$ cat config.mk
export PLATFORM = sky130hd
export DESIGN_NAME = frame_symbol_sequencer
export DESIGN_NICKNAME = d
export VERILOG_FILES = /design/src/rtl/frame_symbol_sequencer.sv
export SDC_FILE = /design/constraint.sdc
export NUM_CORES = 1
export LEC_CHECK = 0
export BUFFER_PORTS_ARGS = -buffer_cell sky130_fd_sc_hd__buf_2
export CAP_MARGIN = 5
export CORE_MARGIN = 2
export CORE_UTILIZATION = 40
export CTS_CLUSTER_DIAMETER = 100
export DETAILED_ROUTE_END_ITERATION = 16
export GPL_TIMING_DRIVEN = 0
export HOLD_SLACK_MARGIN = 0.05
export PLACE_DENSITY = 0.66
export SKIP_LAST_GASP = 1
export SLEW_MARGIN = 20
export SYNTH_ARGS = -nofsm -noshare
export SYNTH_HDL_FRONTEND = slang
export SYNTH_SLANG_ARGS = --single-unit
$ cat constraint.sdc
create_clock -name clk -period 1.6 [get_ports clk]
set_input_delay 0.16 -clock clk [delete_from_list [all_inputs] [get_ports clk]]
set_output_delay 0.16 -clock clk [all_outputs]
set_load 0.02 [all_outputs]
$ cat src/rtl/frame_symbol_sequencer.sv
// frame_symbol_sequencer: serialises a parallel payload word into 10-bit tagged
// symbols (comma, SOP, payload bytes MSB first, optional CRC-8, EOP, gap commas).
// The symbol position is tracked internally. One symbol advances per sym_adv strobe.
// Optional feature: define FRAME_CRC_EN to insert a CRC-8 byte (poly 0x07, init 0)
// between the last payload byte and EOP.
module frame_symbol_sequencer #(
  parameter int PAYLOAD_BYTES = 4,
  parameter int IDLE_COMMAS   = 1
) (
  input  logic                       clk,
  input  logic                       rst,
  input  logic [8*PAYLOAD_BYTES-1:0] data_in,
  input  logic                       data_valid,
  output logic                       data_ready,
  input  logic [7:0]                 Kchar_sop,
  input  logic [7:0]                 Kchar_eop,
  input  logic [7:0]                 Kchar_comma,
  input  logic                       sym_adv,
  output logic [9:0]                 sym_out,
  output logic                       busy,
  output logic                       frame_done
);

  localparam int CW    = (PAYLOAD_BYTES > 1) ? $clog2(PAYLOAD_BYTES) : 1;
  localparam int NSLOT = 2 ** CW;
  localparam logic [CW-1:0] LAST_BYTE = CW'(PAYLOAD_BYTES - 1);

  typedef enum logic [2:0] {
    S_IDLE,
    S_SOP,
    S_DATA,
`ifdef FRAME_CRC_EN
    S_CRC,
`endif
    S_EOP,
    S_GAP
  } state_t;

  state_t                     state_q, state_d;
  logic [CW-1:0]              byte_cnt_q, byte_cnt_d;
  logic [3:0]                 gap_cnt_q, gap_cnt_d;
  logic [8*PAYLOAD_BYTES-1:0] payload_q, payload_d;
  logic                       frame_done_q, frame_done_d;
  logic [7:0]                 pay_bytes [NSLOT];
  logic [7:0]                 cur_byte;

`ifdef FRAME_CRC_EN
  logic [7:0] crc_q, crc_d;

  // Byte-wise CRC-8, polynomial x^8+x^2+x+1, MSB first, no reflection.
  function automatic logic [7:0] crc8_byte(input logic [7:0] crc_in, input logic [7:0] b);
    logic [7:0] c;
    c = crc_in ^ b;
    for (int i = 0; i < 8; i++) begin
      c = c[7] ? ((c << 1) ^ 8'h07) : (c << 1);
    end
    return c;
  endfunction
`endif

  // Slice the latched payload into bytes; slot 0 is the first byte on the wire.
  // Slots beyond the payload (power-of-two padding) read as zero.
  genvar gi;
  generate
    for (gi = 0; gi < NSLOT; gi++) begin : g_bytes
      if (gi < PAYLOAD_BYTES) begin : g_used
        assign pay_bytes[gi] = payload_q[8*(PAYLOAD_BYTES-gi)-1 -: 8];
      end else begin : g_pad
        assign pay_bytes[gi] = 8'h00;
      end
    end
  endgenerate

  assign cur_byte   = pay_bytes[byte_cnt_q];
  // Ready is masked while reset is held so nothing is accepted during reset.
  assign data_ready = rst && (state_q == S_IDLE);
  assign frame_done = frame_done_q;

  // Next-state, counter and payload-latch logic; every path holds unless sym_adv.
  always_comb begin
    state_d      = state_q;
    byte_cnt_d   = byte_cnt_q;
    gap_cnt_d    = gap_cnt_q;
    payload_d    = payload_q;
    frame_done_d = 1'b0;
`ifdef FRAME_CRC_EN
    crc_d        = crc_q;
`endif
    case (state_q)
      S_IDLE: begin
        if (data_valid && data_ready) begin
          payload_d  = data_in;
          byte_cnt_d = '0;
`ifdef FRAME_CRC_EN
          crc_d      = 8'h00;
`endif
          state_d    = S_SOP;
        end
      end
      S_SOP: begin
        if (sym_adv) state_d = S_DATA;
      end
      S_DATA: begin
        if (sym_adv) begin
`ifdef FRAME_CRC_EN
          crc_d = crc8_byte(crc_q, cur_byte);
`endif
          if (byte_cnt_q == LAST_BYTE) begin
`ifdef FRAME_CRC_EN
            state_d = S_CRC;
`else
            state_d = S_EOP;
`endif
          end else begin
            byte_cnt_d = byte_cnt_q + CW'(1);
          end
        end
      end
`ifdef FRAME_CRC_EN
      S_CRC: begin
        if (sym_adv) state_d = S_EOP;
      end
`endif
      S_EOP: begin
        if (sym_adv) begin
          frame_done_d = 1'b1;
          if (IDLE_COMMAS == 0) begin
            state_d = S_IDLE;
          end else begin
            gap_cnt_d = 4'(IDLE_COMMAS);
            state_d   = S_GAP;
          end
        end
      end
      S_GAP: begin
        if (sym_adv) begin
          gap_cnt_d = gap_cnt_q - 4'd1;
          if (gap_cnt_q == 4'd1) state_d = S_IDLE;
        end
      end
      default: state_d = S_IDLE;
    endcase
  end

  // State and datapath registers with synchronous active-low reset.
  always_ff @(posedge clk) begin
    if (!rst) begin
      state_q      <= S_IDLE;
      byte_cnt_q   <= '0;
      gap_cnt_q    <= 4'd0;
      payload_q    <= '0;
      frame_done_q <= 1'b0;
`ifdef FRAME_CRC_EN
      crc_q        <= 8'h00;
`endif
    end else begin
      state_q      <= state_d;
      byte_cnt_q   <= byte_cnt_d;
      gap_cnt_q    <= gap_cnt_d;
      payload_q    <= payload_d;
      frame_done_q <= frame_done_d;
`ifdef FRAME_CRC_EN
      crc_q        <= crc_d;
`endif
    end
  end

  // Symbol and busy decode from registered state only.
  always_comb begin
    sym_out = {2'b11, Kchar_comma};
    busy    = 1'b0;
    case (state_q)
      S_SOP: begin
        sym_out = {2'b10, Kchar_sop};
        busy    = 1'b1;
      end
      S_DATA: begin
        sym_out = {2'b00, cur_byte};
        busy    = 1'b1;
      end
`ifdef FRAME_CRC_EN
      S_CRC: begin
        sym_out = {2'b00, crc_q};
        busy    = 1'b1;
      end
`endif
      S_EOP: begin
        sym_out = {2'b01, Kchar_eop};
        busy    = 1'b1;
      end
      default: begin
        sym_out = {2'b11, Kchar_comma};
        busy    = 1'b0;
      end
    endcase
  end

endmodule

==> impl_metrics.env <==
export IMPL_syn_avg_cell_area_um2=8.31
export IMPL_dieWidth_um=77.1
export IMPL_power_switching_share_pct=36.5
export IMPL_internal_power_mw=2.50
export IMPL_cp_slowest_stage_delay_ps=540
export IMPL_postSynthNetCount=320
export IMPL_violations="setup timing"
export IMPL_p_leak_nw=1.39
export IMPL_cts_root_buf="clkbuf_8"
export IMPL_cts_htree_levels=2
export IMPL_cts_sinks=42
export IMPL_worstPathCellList="buf_8 > mux4_2 > nor2_4 > a21oi_2 > o22a_1 > buf_6"
export IMPL_cts_buffers=5
export IMPL_io_pin_count=73
export IMPL_gr_total_overflow=0
export IMPL_reg2reg_depth=6
export IMPL_yosysUniqueCellTypes=35
export IMPL_antenna_cells=0
export IMPL_fmax_ghz=0.506
export IMPL_hp_class="input port to register"
export IMPL_power_share_combinational_pct=44.8
export IMPL_die_h_um=77.1
export IMPL_required_ps=1440
export IMPL_rsz0062_at_grt="true"
export IMPL_period_needed_ps=1980
export IMPL_grt_use_total_pct=19.7
export IMPL_grt_max_degree=13
export IMPL_min_delay_start="data_in[6]"
export IMPL_synth_cells=257
export IMPL_initial_utilization_pct=41.5
export IMPL_nNetsFinal=419
export IMPL_p_clk_share_pct=20.9
export IMPL_multiInputGateArea_um2=1210
export IMPL_worstPathArrival_ps=1820
export IMPL_drive_gt1_share_pct=33.1
export IMPL_hold_violations=0
export IMPL_gp_congestion=0.786
export IMPL_num_vias=2156
export IMPL_slew_limit_headroom_pct=69.0
export IMPL_peakVddDrop_v=0.000574
export IMPL_clk_transition_reported_paths_ps=80
export IMPL_drt_wl_total_mm=5.81
export IMPL_rr_endpoint="byte_cnt_q[0]$_SDFFE_PN0P_"
export IMPL_clock_latency_ps=290
export IMPL_antenna_found_initial=0
export IMPL_synth_seq_cells=42
export IMPL_fin_util_pct=57.9
export IMPL_cp_end_kind="output port"
export IMPL_holdPathEnd="pay_bytes[6]$_SDFFE_PN0P_"
export IMPL_worstSetupPathType="register to output port"
export IMPL_ant_nets=0
export IMPL_setup_viol=8
export IMPL_route_detailed_drc=0
export IMPL_cp_start_kind="register"
export IMPL_path_buf_inv=2
export IMPL_post_dp_hpwl_mm=4.06
export IMPL_slew_viol_final=0
export IMPL_r2r_start="byte_cnt_q[0]$_SDFFE_PN0P_"
export IMPL_cp_top_family="multiplexers"
export IMPL_min_delay_path_depth=3
export IMPL_preCtsSetupSlack_ps=-225
export IMPL_setup_ws_ps=-377
export IMPL_synth_area_um2=2130
export IMPL_rows=26
export IMPL_wl_per_cell_um=13.6
export IMPL_avgViaCountPerCell=5.05
export IMPL_p_per_area_nw_per_um2=1320
export IMPL_p_seq_share_pct=34.3
export IMPL_core_um2=5140
export IMPL_worst_slew_pin_slew_ps=465
export IMPL_cp_slowest_cell="mux4_2"
export IMPL_io_buffers=72
export IMPL_fin_skew_ps=8.67
export IMPL_ff2ff_setup_slack_ps=140
export IMPL_fillers=521
export IMPL_regArea_um2=846
export IMPL_maxCapViolations=0
export IMPL_crit_path_max_fanout=7
export IMPL_first_global_vias=2050
export IMPL_fin_cells=427
export IMPL_outcome="finished with violations"
export IMPL_drt_iter0_drc=99
export IMPL_synth_warnings=0
export IMPL_cts_tree="done"
export IMPL_dieArea_um2=5940
export IMPL_grt_pass1_wl_mm=9.36
export IMPL_switching_power_mw=1.44
export IMPL_area_delta_synth_final_pct=39.3
export IMPL_yosysSeqAreaShare_pct=39.4
export IMPL_cts_buffer_depth=2
export IMPL_final_period_utilization_pct=124
export IMPL_firstDrtPassIters=4
export IMPL_place_inst=399
[layout by cell type (no fill, tap or decap), types with 2 or more instances in the layout]
cell and instances:
a21oi_1 14, and3_1 2, buf_1 2, buf_2 75
buf_4 6, buf_6 8, clkbuf_1 6, clkbuf_8 5
dfxtp_1 40, dlygate4sd3_1 16, ha_1 3, inv_1 3
mux2i_1 10, mux4_2 8, nand2_1 70, nand2b_1 4
nand3_1 35, nor2_1 6, nor2_2 4, nor2_4 3
nor2b_1 2, o211ai_1 3, o22a_1 8, xor2_1 3
[cell families (layout without fill, tap and decap cells)]
group	count (synthesis)	in the layout	synth area share, %
simple gates	136	136	29.0
flops	42	42	39.4
compound gates	31	31	9.97
buf+inv	24	124	5.51
mux	18	18	13.1
fa+ha+maj	3	3	1.76
xor+xnor	3	3	1.23
[state kept, by name (all words and copies together) (netlist names)]
register and flops:
byte_cnt_q 2, frame_done 1, gap_cnt_q 4, pay_bytes 32
state_q 3
[tightest hold or removal path, cell delays in order]
cell and delay [ps]:
buf_2 80, nand2_1 40, nand2_1 40
[worst max-delay path by stage]
stage	startpoint	end	slack [ps]	cells past startpoint
detailed placement	byte_cnt_q[0]$_SDFFE_PN0P_	sym_out[0]	-230	6
finish	byte_cnt_q[1]$_SDFFE_PN0P_	sym_out[7]	-380	6
global placement	byte_cnt_q[0]$_SDFFE_PN0P_	sym_out[0]	-220	6
floorplan	byte_cnt_q[0]$_SDFFE_PN0P_	sym_out[0]	40	5
global route	byte_cnt_q[1]$_SDFFE_PN0P_	sym_out[7]	-470	6
CTS	byte_cnt_q[1]$_SDFFE_PN0P_	sym_out[7]	-370	6
[Yosys cell counts, drive strengths merged]
library cell | count | area [um2]
nand2 | 70 | 263
dfxtp | 42 | 841
nand3 | 36 | 180
a21oi | 15 | 75.1
buf | 15 | 83.8
nor2 | 13 | 56.3
mux2i | 10 | 100
mux4 | 8 | 180
o22a | 8 | 70.1
clkbuf | 6 | 22.5
nand2b | 4 | 25.0
ha | 3 | 37.5
inv | 3 | 11.3
o211ai | 3 | 22.5
xor2 | 3 | 26.3
and3 | 2 | 12.5
nor2b | 2 | 12.5
nor3b | 2 | 20.0
a311o | 1 | 10.0
and2 | 1 | 6.26
and3b | 1 | 8.76
and4 | 1 | 8.76
nand4b | 1 | 8.76
nor3 | 1 | 5.00
nor4 | 1 | 6.26
o21a | 1 | 7.51
o311a | 1 | 11.3
o31a | 1 | 8.76
o31ai | 1 | 7.51
or2 | 1 | 6.26
[layout make-up]
class / count / area share, %
Multi-Input combinational cell: 191 / 40.7
Sequential cell: 42 / 28.4
Timing Repair Buffer: 93 / 20.0
Buffer: 20 / 3.95
Tap cell: 70 / 2.94
Clock buffer: 7 / 2.57
Clock inverter: 1 / 1.01
Inverter: 3 / 0.379
[repair_timing]
| action | 4_1_cts | 5_1_grt |
|---|---|---|
| hold buffers | 16 | 0 |
| cloned | 0 | 0 |
| pin swaps | 0 | 12 |
| gates resized for setup | 17 | 18 |
| buffers inserted | 3 | 2 |
| hold endpoints to repair | 16 | 0 |
| setup endpoints to repair | 10 | 39 |
[through the flow]
step	hold WS (ps)	cell area, um2	TNS [ps]	total power, mW
floorplan	259	2130	0	2.44
global placement	341	2580	-1080	2.88
detailed placement	346	2580	-1070	2.91
CTS	50.2	2920	-2780	3.84
global route	59.0	2970	-3540	4.19
finish	54.9	2970	-2850	3.94
[per-layer routing]
metal | global-route usage (%) | part of all wire, % | vias to the layer above | wire [um]
li1 | - | - | 1086 | -
met1 | 25.9 | 44 | 985 | 2560
met2 | 33.2 | 48 | 78 | 2810
met3 | 3.88 | 6.5 | 7 | 377
met4 | 5.36 | 1.0 | 0 | 59
met5 | 0 | 0 | - | 0
[power by group through the flow]
stage | combinational (mW) | sequential (mW) | clock [mW]
6_report | 1.76 | 1.35 | 0.824
5_1_grt | 1.92 | 1.37 | 0.898
4_1_cts | 1.64 | 1.35 | 0.847
3_5_place_dp | 1.54 | 1.37 | 0
3_3_place_gp | 1.52 | 1.36 | 0
2_1_floorplan | 1.11 | 1.33 | 0
(Power assumes the default switching activity.)
